==> src/rtl/wb_trap_commit.sv <==
// Writeback/commit stage: selects RF/CSR write data, drives branch/MRET redirects
// and runs the precise-trap sequencer (mepc -> mcause -> mtval -> mtvec redirect).
module wb_trap_commit #(
    parameter int XLEN   = 64,
    parameter int CSR_AW = 12
) (
    input  logic              CLK,
    input  logic              RESET,
    input  logic              WB_V,
    input  logic [31:0]       WB_IR,
    input  logic [XLEN-1:0]   WB_PC,
    input  logic [XLEN-1:0]   WB_NPC,
    input  logic [XLEN-1:0]   WB_ALU_RESULT,
    input  logic [XLEN-1:0]   WB_MEM_RESULT,
    input  logic [XLEN-1:0]   WB_RFD,
    input  logic [XLEN-1:0]   WB_CSRFD,
    input  logic [4:0]        WB_DRID,
    input  logic              WB_PC_MUX,
    input  logic [XLEN-1:0]   WB_BADADDR,
    input  logic              WB_ECALL,
    input  logic              F_IAM,
    input  logic              F_IAF,
    input  logic              F_II,
    input  logic              MEM_LAM,
    input  logic              MEM_LAF,
    input  logic              MEM_SAM,
    input  logic              MEM_SAF,
    input  logic              TIMER,
    input  logic              EXTERNAL,
    input  logic              MIE,
    input  logic              PRIVILEGE,
    input  logic [XLEN-1:0]   MTVEC,
    input  logic [XLEN-1:0]   MEPC,
    output logic [XLEN-1:0]   WB_RF_DATA,
    output logic [4:0]        WB_DRID_OUT,
    output logic              WB_ST_REG,
    output logic [XLEN-1:0]   WB_CSR_DATA,
    output logic [CSR_AW-1:0] WB_CSR_ADDR,
    output logic              WB_ST_CSR,
    output logic [XLEN-1:0]   WB_BR_JMP_TARGET,
    output logic              WB_PC_MUX_OUT,
    output logic              WB_FLUSH,
    output logic              WB_STALL,
    output logic [XLEN-1:0]   WB_CAUSE,
    output logic              WB_CS
);

    localparam logic [CSR_AW-1:0] CSR_MEPC   = CSR_AW'(12'h341);
    localparam logic [CSR_AW-1:0] CSR_MCAUSE = CSR_AW'(12'h342);
    localparam logic [CSR_AW-1:0] CSR_MTVAL  = CSR_AW'(12'h343);
    localparam logic [31:0]       MRET_IR    = 32'h3020_0073;

    typedef enum logic [2:0] {IDLE, W_EPC, W_CAUSE, W_TVAL, REDIRECT} state_t;

    state_t            state;
    logic [XLEN-1:0]   epc_q, tval_q;

    logic [6:0]        opc;
    logic              is_load, is_alu, is_jmp, is_br, is_csr, is_mret;
    logic              rf_wr;
    logic [XLEN-1:0]   rf_data;
    logic              irq, exc;
    logic [XLEN-1:0]   trap_cause, trap_tval;
    logic [XLEN-1:0]   tvec_base, tvec_tgt;

    always_comb begin
        opc     = WB_IR[6:0];
        is_load = (opc == 7'b0000011);
        is_alu  = (opc == 7'b0010011) || (opc == 7'b0110011) || (opc == 7'b0010111) ||
                  (opc == 7'b0110111) || (opc == 7'b0011011) || (opc == 7'b0111011);
        is_jmp  = (opc == 7'b1101111) || (opc == 7'b1100111);
        is_br   = (opc == 7'b1100011);
        is_csr  = (opc == 7'b1110011) && (WB_IR[14:12] != 3'b000);
        is_mret = (WB_IR == MRET_IR);

        rf_wr   = is_load || is_alu || is_jmp || is_csr;
        rf_data = '0;
        if (is_load)     rf_data = WB_MEM_RESULT;
        else if (is_alu) rf_data = WB_ALU_RESULT;
        else if (is_jmp) rf_data = WB_NPC;
        else if (is_csr) rf_data = WB_RFD;
    end

    // Interrupts outrank every exception; ECALL reports no tval.
    always_comb begin
        irq        = MIE && (EXTERNAL || TIMER);
        exc        = F_IAF || F_II || F_IAM || WB_ECALL || MEM_SAM || MEM_LAM || MEM_SAF || MEM_LAF;
        trap_cause = '0;
        trap_tval  = '0;
        if (irq)            trap_cause = {1'b1, (XLEN-1)'(EXTERNAL ? 11 : 7)};
        else if (F_IAF)     begin trap_cause = XLEN'(1); trap_tval = WB_BADADDR; end
        else if (F_II)      begin trap_cause = XLEN'(2); trap_tval = WB_BADADDR; end
        else if (F_IAM)     begin trap_cause = XLEN'(0); trap_tval = WB_BADADDR; end
        else if (WB_ECALL)  trap_cause = PRIVILEGE ? XLEN'(11) : XLEN'(8);
        else if (MEM_SAM)   begin trap_cause = XLEN'(6); trap_tval = WB_BADADDR; end
        else if (MEM_LAM)   begin trap_cause = XLEN'(4); trap_tval = WB_BADADDR; end
        else if (MEM_SAF)   begin trap_cause = XLEN'(7); trap_tval = WB_BADADDR; end
        else if (MEM_LAF)   begin trap_cause = XLEN'(5); trap_tval = WB_BADADDR; end
    end

    // Vectored mode only applies to interrupts: base + 4*code.
    always_comb begin
        tvec_base = MTVEC & ~XLEN'(3);
        tvec_tgt  = tvec_base;
        if (MTVEC[0] && WB_CAUSE[XLEN-1])
            tvec_tgt = tvec_base + {WB_CAUSE[XLEN-3:0], 2'b00};
    end

    always_ff @(posedge CLK) begin
        if (RESET) begin
            state            <= IDLE;
            epc_q            <= '0;
            tval_q           <= '0;
            WB_RF_DATA       <= '0;
            WB_DRID_OUT      <= '0;
            WB_ST_REG        <= 1'b0;
            WB_CSR_DATA      <= '0;
            WB_CSR_ADDR      <= '0;
            WB_ST_CSR        <= 1'b0;
            WB_BR_JMP_TARGET <= '0;
            WB_PC_MUX_OUT    <= 1'b0;
            WB_FLUSH         <= 1'b0;
            WB_STALL         <= 1'b0;
            WB_CAUSE         <= '0;
            WB_CS            <= 1'b0;
        end else begin
            WB_RF_DATA       <= '0;
            WB_DRID_OUT      <= '0;
            WB_ST_REG        <= 1'b0;
            WB_CSR_DATA      <= '0;
            WB_CSR_ADDR      <= '0;
            WB_ST_CSR        <= 1'b0;
            WB_BR_JMP_TARGET <= '0;
            WB_PC_MUX_OUT    <= 1'b0;
            WB_FLUSH         <= 1'b0;
            WB_STALL         <= 1'b0;
            WB_CS            <= 1'b0;
            case (state)
                IDLE: if (WB_V) begin
                    if (irq || exc) begin
                        epc_q       <= WB_PC;
                        tval_q      <= trap_tval;
                        WB_CAUSE    <= trap_cause;
                        WB_ST_CSR   <= 1'b1;
                        WB_CSR_ADDR <= CSR_MEPC;
                        WB_CSR_DATA <= WB_PC;
                        WB_STALL    <= 1'b1;
                        state       <= W_EPC;
                    end else begin
                        if (rf_wr) begin
                            WB_RF_DATA  <= rf_data;
                            WB_DRID_OUT <= WB_DRID;
                            WB_ST_REG   <= (WB_DRID != 5'd0);
                        end
                        if (is_csr) begin
                            WB_ST_CSR   <= 1'b1;
                            WB_CSR_ADDR <= CSR_AW'(WB_IR[31:20]);
                            WB_CSR_DATA <= WB_CSRFD;
                        end
                        if (WB_PC_MUX && (is_br || is_jmp)) begin
                            WB_PC_MUX_OUT    <= 1'b1;
                            WB_BR_JMP_TARGET <= WB_ALU_RESULT;
                            WB_FLUSH         <= 1'b1;
                        end else if (is_mret) begin
                            WB_PC_MUX_OUT    <= 1'b1;
                            WB_BR_JMP_TARGET <= MEPC;
                            WB_FLUSH         <= 1'b1;
                        end
                    end
                end
                W_EPC: begin
                    WB_ST_CSR   <= 1'b1;
                    WB_CSR_ADDR <= CSR_MCAUSE;
                    WB_CSR_DATA <= WB_CAUSE;
                    WB_STALL    <= 1'b1;
                    state       <= W_CAUSE;
                end
                W_CAUSE: begin
                    WB_ST_CSR   <= 1'b1;
                    WB_CSR_ADDR <= CSR_MTVAL;
                    WB_CSR_DATA <= tval_q;
                    WB_STALL    <= 1'b1;
                    state       <= W_TVAL;
                end
                W_TVAL: begin
                    WB_PC_MUX_OUT    <= 1'b1;
                    WB_BR_JMP_TARGET <= tvec_tgt;
                    WB_FLUSH         <= 1'b1;
                    WB_CS            <= 1'b1;
                    state            <= REDIRECT;
                end
                REDIRECT: state <= IDLE;
                default:  state <= IDLE;
            endcase
        end
    end

endmodule

==> config.mk <==
export PLATFORM = sky130hd
export DESIGN_NAME = wb_trap_commit
export DESIGN_NICKNAME = d
export VERILOG_FILES = /design/src/rtl/wb_trap_commit.sv
export SDC_FILE = /design/constraint.sdc
export NUM_CORES = 1
export LEC_CHECK = 0
export ABC_AREA = 1
export BUFFER_PORTS_ARGS = -buffer_cell sky130_fd_sc_hd__buf_2
export CAP_MARGIN = 15
export CORE_AREA = 2 2 354 356
export DETAILED_ROUTE_END_ITERATION = 7
export DIE_AREA = 0 0 356 358
export HOLD_SLACK_MARGIN = 0.08
export REMOVE_ABC_BUFFERS = 1
export SLEW_MARGIN = 20
export SYNTH_ARGS = -nofsm -noshare
export SYNTH_HDL_FRONTEND = slang
export SYNTH_SLANG_ARGS = --single-unit
==> constraint.sdc <==
create_clock -name CLK -period 2.32 [get_ports CLK]
set_clock_uncertainty 0.2 [all_clocks]
set_input_delay 0.116 -clock CLK [delete_from_list [all_inputs] [get_ports CLK]]
set_output_delay 0.116 -clock CLK [all_outputs]
set_load 0.05 [all_outputs]
==> flow_metrics.tcl, run 1 <==
set metrics [dict create \
    worstPathMaxFanout 39 \
    status "finished, final reports clean" \
    routed_via_density 4.14 \
    port_buffers 847 \
    layout_commonest_cell "buf_2" \
    worst_setup_path_end_kind "flip-flop" \
    grt_usage 0.193 \
    drt_pre_antenna_iters 8 \
    power.leakage_uw 0.0141 \
    hp-start "WB_IR[10]" \
    fmax_mhz 441 \
    fin_crit_sh 0.977 \
    synth.avg_cell_area_um2 6.69 \
    ys_ff_latch 286 \
    worst_slew_pin_slew_ns 0.837 \
    syn_inst 2199 \
    hp-class "input pin to flip-flop" \
    syn_area_um2 14700 \
    crit_type "input pin to flip-flop" \
    tns_ns 0 \
    startpoint "WB_IR[4]" \
    asyncSetResetFlopFracSynth 0 \
    max-vdd-ir-drop_mv 0.449 \
    clkLatencyLatePin_ns 0.62 \
    comb_power_share 0.252 \
    dp.final_hpwl_um 102000 \
    core_area_um2 123000 \
    numCtsBuffers 42 \
    max_slew_margin 0.436 \
    drive_above_1_share 0.290 \
    grt_pass1_vias 23700 \
    vias 23100 \
    worstPathRequired_ns 2.60 \
    numClockSinks 286 \
    crit_end "WB_RF_DATA[63]" \
    setup_viol 0 \
    drv_cap 0 \
    final_nets 4537 \
    cp-start-kind "input pin" \
    detail_route.iter0.violations 1800 \
    p_sw_uw 5250 \
    io_pins 908 \
    ff2ff_path_depth 10 \
    place_ws_ns -0.191 \
    arrival_ns 2.55 \
    dieArea_um2 127000 \
    cts_tree "built" \
    final_cell_mix "847 x buf_2, 775 x dlygate4sd3_1, 553 x nand2_1" \
    finalHoldViolCount 0 \
    max-clock-path-buffers 3 \
    grt_pass1_wl_um 174000 \
    overflow 0 \
    start_util 0.119 \
    postRouteAntennaNets 0 \
    netlist-cell-type-count 43 \
    fp.dieH_um 358 \
    r2r-start "state[0]" \
    synth_edf_count 0 \
    clk_pin_slew_worst_paths_ns 0.06 \
    detail_route.wl_per_cell_um 23.3 \
    p_int_uw 11000 \
    h-tree-depth 2 \
    yosysWarningCount 0 \
    timing.hold.ws_ns 0.0696 \
    synth-main-ff-cell "dfxtp_1" \
    synthToLayoutAreaGrowth_pct 113 \
    clockRootBuffer "clkbuf_16" \
    final_max_slew_viol_count 0 \
    reg2reg_to "WB_CSR_DATA[2]" \
    drc 0 \
    place.gp.congestion 0.891 \
    seqPwrFrac 0.326 \
    fin_crit_ns 2.27 \
    total_power_uw 16300 \
    drt-total-wl_um 130000 \
    powerDensity_nw_per_um2 520 \
    p_sw_frac 0.323 \
    ys_seq_area_frac 0.389 \
    p_clk_frac 0.423 \
    fin_ws_ns 0.0523 \
    rows 129 \
    rrSetupSlack_ns 0.14 \
    grt_max_degree 70 \
    fill_cells 13500 \
    antenna_found_initial 50 \
    die_x_um 356 \
]
==> cells in the mapped netlist (3+ instances only) <==
library cell / instances / area share
a211oi_1: 13 / 0.0066
a21oi_1: 125 / 0.043
o22ai_1: 20 / 0.0085
clkbuf_1: 88 / 0.022
o211ai_1: 8 / 0.0041
a31oi_1: 65 / 0.028
nor2_1: 182 / 0.046
inv_1: 198 / 0.051
dfxtp_1: 286 / 0.39
inv_2: 3 / 0.00077
nor3_1: 21 / 0.0071
nand4_1: 28 / 0.012
buf_2: 24 / 0.0082
o21ai_1: 14 / 0.0048
o21ai_0: 231 / 0.079
nand3_1: 167 / 0.057
nor4_1: 3 / 0.0013
ha_1: 4 / 0.0034
or2_2: 4 / 0.0017
o21bai_1: 5 / 0.0026
mux2i_1: 16 / 0.011
nor2_2: 4 / 0.0017
a221oi_1: 29 / 0.017
nand2_1: 566 / 0.14
nand3b_1: 4 / 0.0020
buf_4: 66 / 0.034
==> timing repair <==
item,in CTS,in global routing
gates resized for setup,11,44
setup buffers,0,4
pin swaps,0,7
gates cloned,0,1
hold endpoints to repair,285,0
setup endpoints to repair,20,125
hold buffers,775,0
==> per-layer routing <==
metal | vias up | share of wire | track usage
li1 | 10600 | - | -
met1 | 11000 | 0.38 | 0.220
met5 | - | 0.0018 | 0
met4 | 36 | 0.048 | 0.0857
met3 | 289 | 0.090 | 0.0577
met2 | 1195 | 0.48 | 0.331
==> power by group through the flow <==
stage               sequential, uW  clock [uW]  combinational (uW)
floorplan                     5770           0                 949
global placement              5390           0                2920
detailed placement            5390           0                2920
CTS                           5290        7060                4000
global route                  5310        7220                4360
finish                        5290        6870                4090
==> worst max-delay path: stages <==
cell and delay (ns):
buf_2 0.12, dlygate4sd3_1 0.57, nor3_2 0.06, nand2_4 0.08, buf_12 0.20, o21ai_0 0.38, a221oi_1 0.31, dlygate4sd3_1 0.60
nor2_1 0.05
==> kinds of logic (layout without fill, tap and decap cells) <==
family | after synthesis | in the layout | synth area share
adders and majority gates | 5 | 5 | 0.00476
DFF | 286 | 286 | 0.389
and+or+nand+nor | 993 | 993 | 0.283
AOI/OAI and AO/OA | 516 | 516 | 0.196
buffers and inverters | 382 | 2059 | 0.116
other | 1 | 76 | 0.000255
muxes | 16 | 16 | 0.0109
==> state kept, by name, summed over array words and instances (netlist names) <==
name and cells:
WB_BR_JMP_TARGET 64, WB_CAUSE 5, WB_CS 1, WB_CSR_ADDR 12
WB_CSR_DATA 64, WB_DRID_OUT 5, WB_FLUSH 1, WB_RF_DATA 64
WB_STALL 1, WB_ST_CSR 1, WB_ST_REG 1, state 3
tval_q 64
==> final cells by class <==
| type | count | area, um^2 | area share |
|---|---|---|---|
| tap | 1637 | 2050 | 0.0655 |
| antenna | 17 | 42.5 | 0.00136 |
| timing repair buffer | 1782 | 13600 | 0.433 |
| clock buffer | 59 | 1200 | 0.0385 |
| multi-input combinational | 1589 | 7740 | 0.247 |
| clock inverter | 16 | 199 | 0.00636 |
| inverter | 202 | 763 | 0.0244 |
| sequential | 286 | 5730 | 0.183 |
==> how the worst min path moves through the flow <==
stage	to	cells past startpoint
after detailed placement	WB_RF_DATA[49]	3
final	WB_BR_JMP_TARGET[14]	8
after floorplan	WB_BR_JMP_TARGET[36]	1
after global placement	WB_RF_DATA[37]	3
after global routing	WB_CSR_ADDR[11]	3
after CTS	WB_RF_DATA[22]	4
==> per-stage QoR <==
step / instance area, um^2 / utilization / instances
floorplan: 14000 / - / 2077
global placement: 21800 / 0.177 / 4716
detailed placement: 21800 / 0.177 / 4716
CTS: 31000 / 0.251 / 5566
global route: 31300 / 0.253 / 5580
finish: 31300 / 0.254 / 5588
No activity file was read; power rests on OpenSTA's default activity.
==> run 2, diff against run 1 <==
ABC_AREA = unset   (was 1)
CORE_AREA = 2 2 358 360   (was 2 2 354 356)
DIE_AREA = 0 0 360 362   (was 0 0 356 358)
==> run 2 against run 1 <==
The flow now finishes with violations (DRC). Power fell by 7.4%. Critical endpoint is now WB_BR_JMP_TARGET[28]. Clock power fell by 7.3%. Area after synthesis fell by 13%. Non-clock buffer count fell by 95. Setup slack got worse by 0.050 ns. Core utilization fell by 2.9 points.
==> flow_metrics.tcl, run 2 <==
set metrics [dict create \
    status "finished with violations" \
    violations "DRC" \
    arrival_ns 2.62 \
    cpMaxStageDelayCell "dlygate4sd3_1" \
    antenna_found_initial 79 \
    detail_route.iter0.violations 1811 \
    worst_slew_pin_slew_ns 1.08 \
    worstPathMaxFanout 45 \
    grt_pass1_wl_um 152000 \
    worstPathRequired_ns 2.62 \
    setup_viol 0 \
    final_max_slew_viol_count 0 \
    numClockSinks 286 \
    fmax_mhz 431 \
    yosysWarningCount 0 \
    start_util 0.101 \
    ys_seq_area_frac 0.447 \
    crit_type "input pin to flip-flop" \
    final_nets 3715 \
    die_x_um 360 \
    place.gp.congestion 0.906 \
    grt_max_degree 65 \
    grt_pass1_vias 19800 \
    port_buffers 847 \
    clockRootBuffer "clkbuf_16" \
    grt_usage 0.166 \
    finalHoldViolCount 0 \
    synth_edf_count 0 \
    clk_pin_slew_worst_paths_ns 0.07 \
    routed_via_density 4.07 \
    rows 131 \
    power.leakage_uw 0.0120 \
    synth_top_area_frac 0.447 \
    instances_no_fill 4795 \
    drv_cap 0 \
    ys_ff_latch 286 \
    max-clock-path-buffers 3 \
    cp-start-kind "input pin" \
    fin_crit_sh 0.999 \
    core_area_um2 127000 \
    netlist_top_cells_area "dfxtp_1 45%, a22oi_1 8.1%, a21oi_1 5.3%" \
    drc 8 \
    drt-total-wl_um 115000 \
    fin_crit_ns 2.32 \
    yosys-top-cells-count "286 x dfxtp_1, 155 x nor2_1, 138 x a22oi_1, 135 x a21oi_1, 127 x nand2_1" \
    asyncSetResetFlopFracSynth 0 \
    worst_setup_path_end_kind "flip-flop" \
    timing.hold.ws_ns 0.129 \
    netlist-cell-type-count 50 \
    total_power_uw 15100 \
    rsz0062_at_grt "yes" \
    synth-main-ff-cell "dfxtp_1" \
    overflow 0 \
    syn_inst 1466 \
    synth.avg_cell_area_um2 8.73 \
    cts_tree "built" \
    max-vdd-ir-drop_mv 0.492 \
    synthToLayoutAreaGrowth_pct 123 \
    max_slew_margin 0.273 \
    slowest_delay_ns 0.59 \
    io_pins 908 \
    h-tree-depth 2 \
    synth.most_common_cell "dfxtp_1" \
    dp.cells 3998 \
    hp-class "input pin to flip-flop" \
    clkLatencyLatePin_ns 0.58 \
    drt_pre_antenna_iters 8 \
    layout_commonest_cell "buf_2" \
    numCtsBuffers 38 \
    dp.final_hpwl_um 89000 \
    vias 19500 \
    final_cell_mix "846 x buf_2, 699 x dlygate4sd3_1, 282 x dfxtp_1" \
    final_area_um2 28500 \
    path_cells "dlygate4sd3_1 > buf_2 > nor4bb_2 > nand3_2 > nor2_2 > buf_4 > and3b_1 > o21ai_4 > buf_12 > o22ai_1" \
    postRouteAntennaNets 0 \
    placed_area_um2 19800 \
    crit_family "simple AND/OR/NAND/NOR gates" \
    detail_route.wl_per_cell_um 23.9 \
    powerDensity_nw_per_um2 528 \
    final_util 0.225 \
    syn_area_um2 12800 \
    critPathBufInv 4 \
    drive_above_1_share 0.362 \
    fp.dieH_um 362 \
    dieArea_um2 130000 \
    synth_largest_area_cell "dfxtp_1" \
]
-- run 2: tightest hold or removal path, stage by stage --
cell and delay [ns]:
dlygate4sd3_1 0.52, buf_2 0.10, a22oi_1 0.05, nor2_1 0.07
-- run 2: worst paths after layout --
path,startpoint,end,slack (ns),cells past startpoint
setup / recovery,WB_IR[22],WB_BR_JMP_TARGET[28],0.002,10
hold / removal,WB_BADADDR[33],tval_q[33],0.13,4
setup reg to reg,WB_CAUSE[2],WB_BR_JMP_TARGET[21],0.02,9
hold reg to reg,tval_q[33],tval_q[33],0.31,2
-- run 2: timing repair --
action	4_1_cts	5_1_grt
resized for setup	36	33
hold buffers	699	1
setup endpoints to repair	26	73
setup buffers	2	5
pin swaps	11	23
hold endpoints to repair	283	1
-- run 2: routing by layer --
| layer | track usage | vias to the layer above | wire [um] |
|---|---|---|---|
| met5 | 0 | - | 358 |
| met4 | 0.0655 | 54 | 4940 |
| met3 | 0.0610 | 350 | 11800 |
| met2 | 0.267 | 1324 | 51400 |
| met1 | 0.199 | 9252 | 46200 |
| li1 | - | 8552 | - |
-- run 2: layout make-up --
type                       instances  area, um^2
sequential                       286        5730
timing repair buffer            1687       12500
inverter                          19        71.3
tap                             1662        2080
multi-input combinational       1049        6740
antenna                           24        60.1
clock inverter                    20         262
clock buffer                      48        1030
fill                           13600       98200
-- run 2: stage by stage --
step | setup TNS (ns) | worst slack (ns)
final | 0 | 0.00201
after global routing | -0.140 | -0.0489
after CTS | -0.135 | -0.0614
after detailed placement | -23.33 | -0.503
after global placement | -26.29 | -0.587
after floorplan | -962.90 | -6.70
-- run 2: cell families after synthesis --
kind of cell,share of synthesized area
other cells,0.000293
compound gates,0.231
mux,0.0438
flops,0.447
xor+xnor,0.0404
buf+inv,0.0736
simple gates,0.158
fa+ha+maj,0.00547
-- run 2: where the power goes --
group / internal (uW) / total (uW) / switching, uW / leakage [uW]
Combinational: 1620 / 3530 / 1910 / 0.00906
Sequential: 5070 / 5170 / 95.8 / 0.00232
Clock: 3730 / 6370 / 2630 / 0.000620
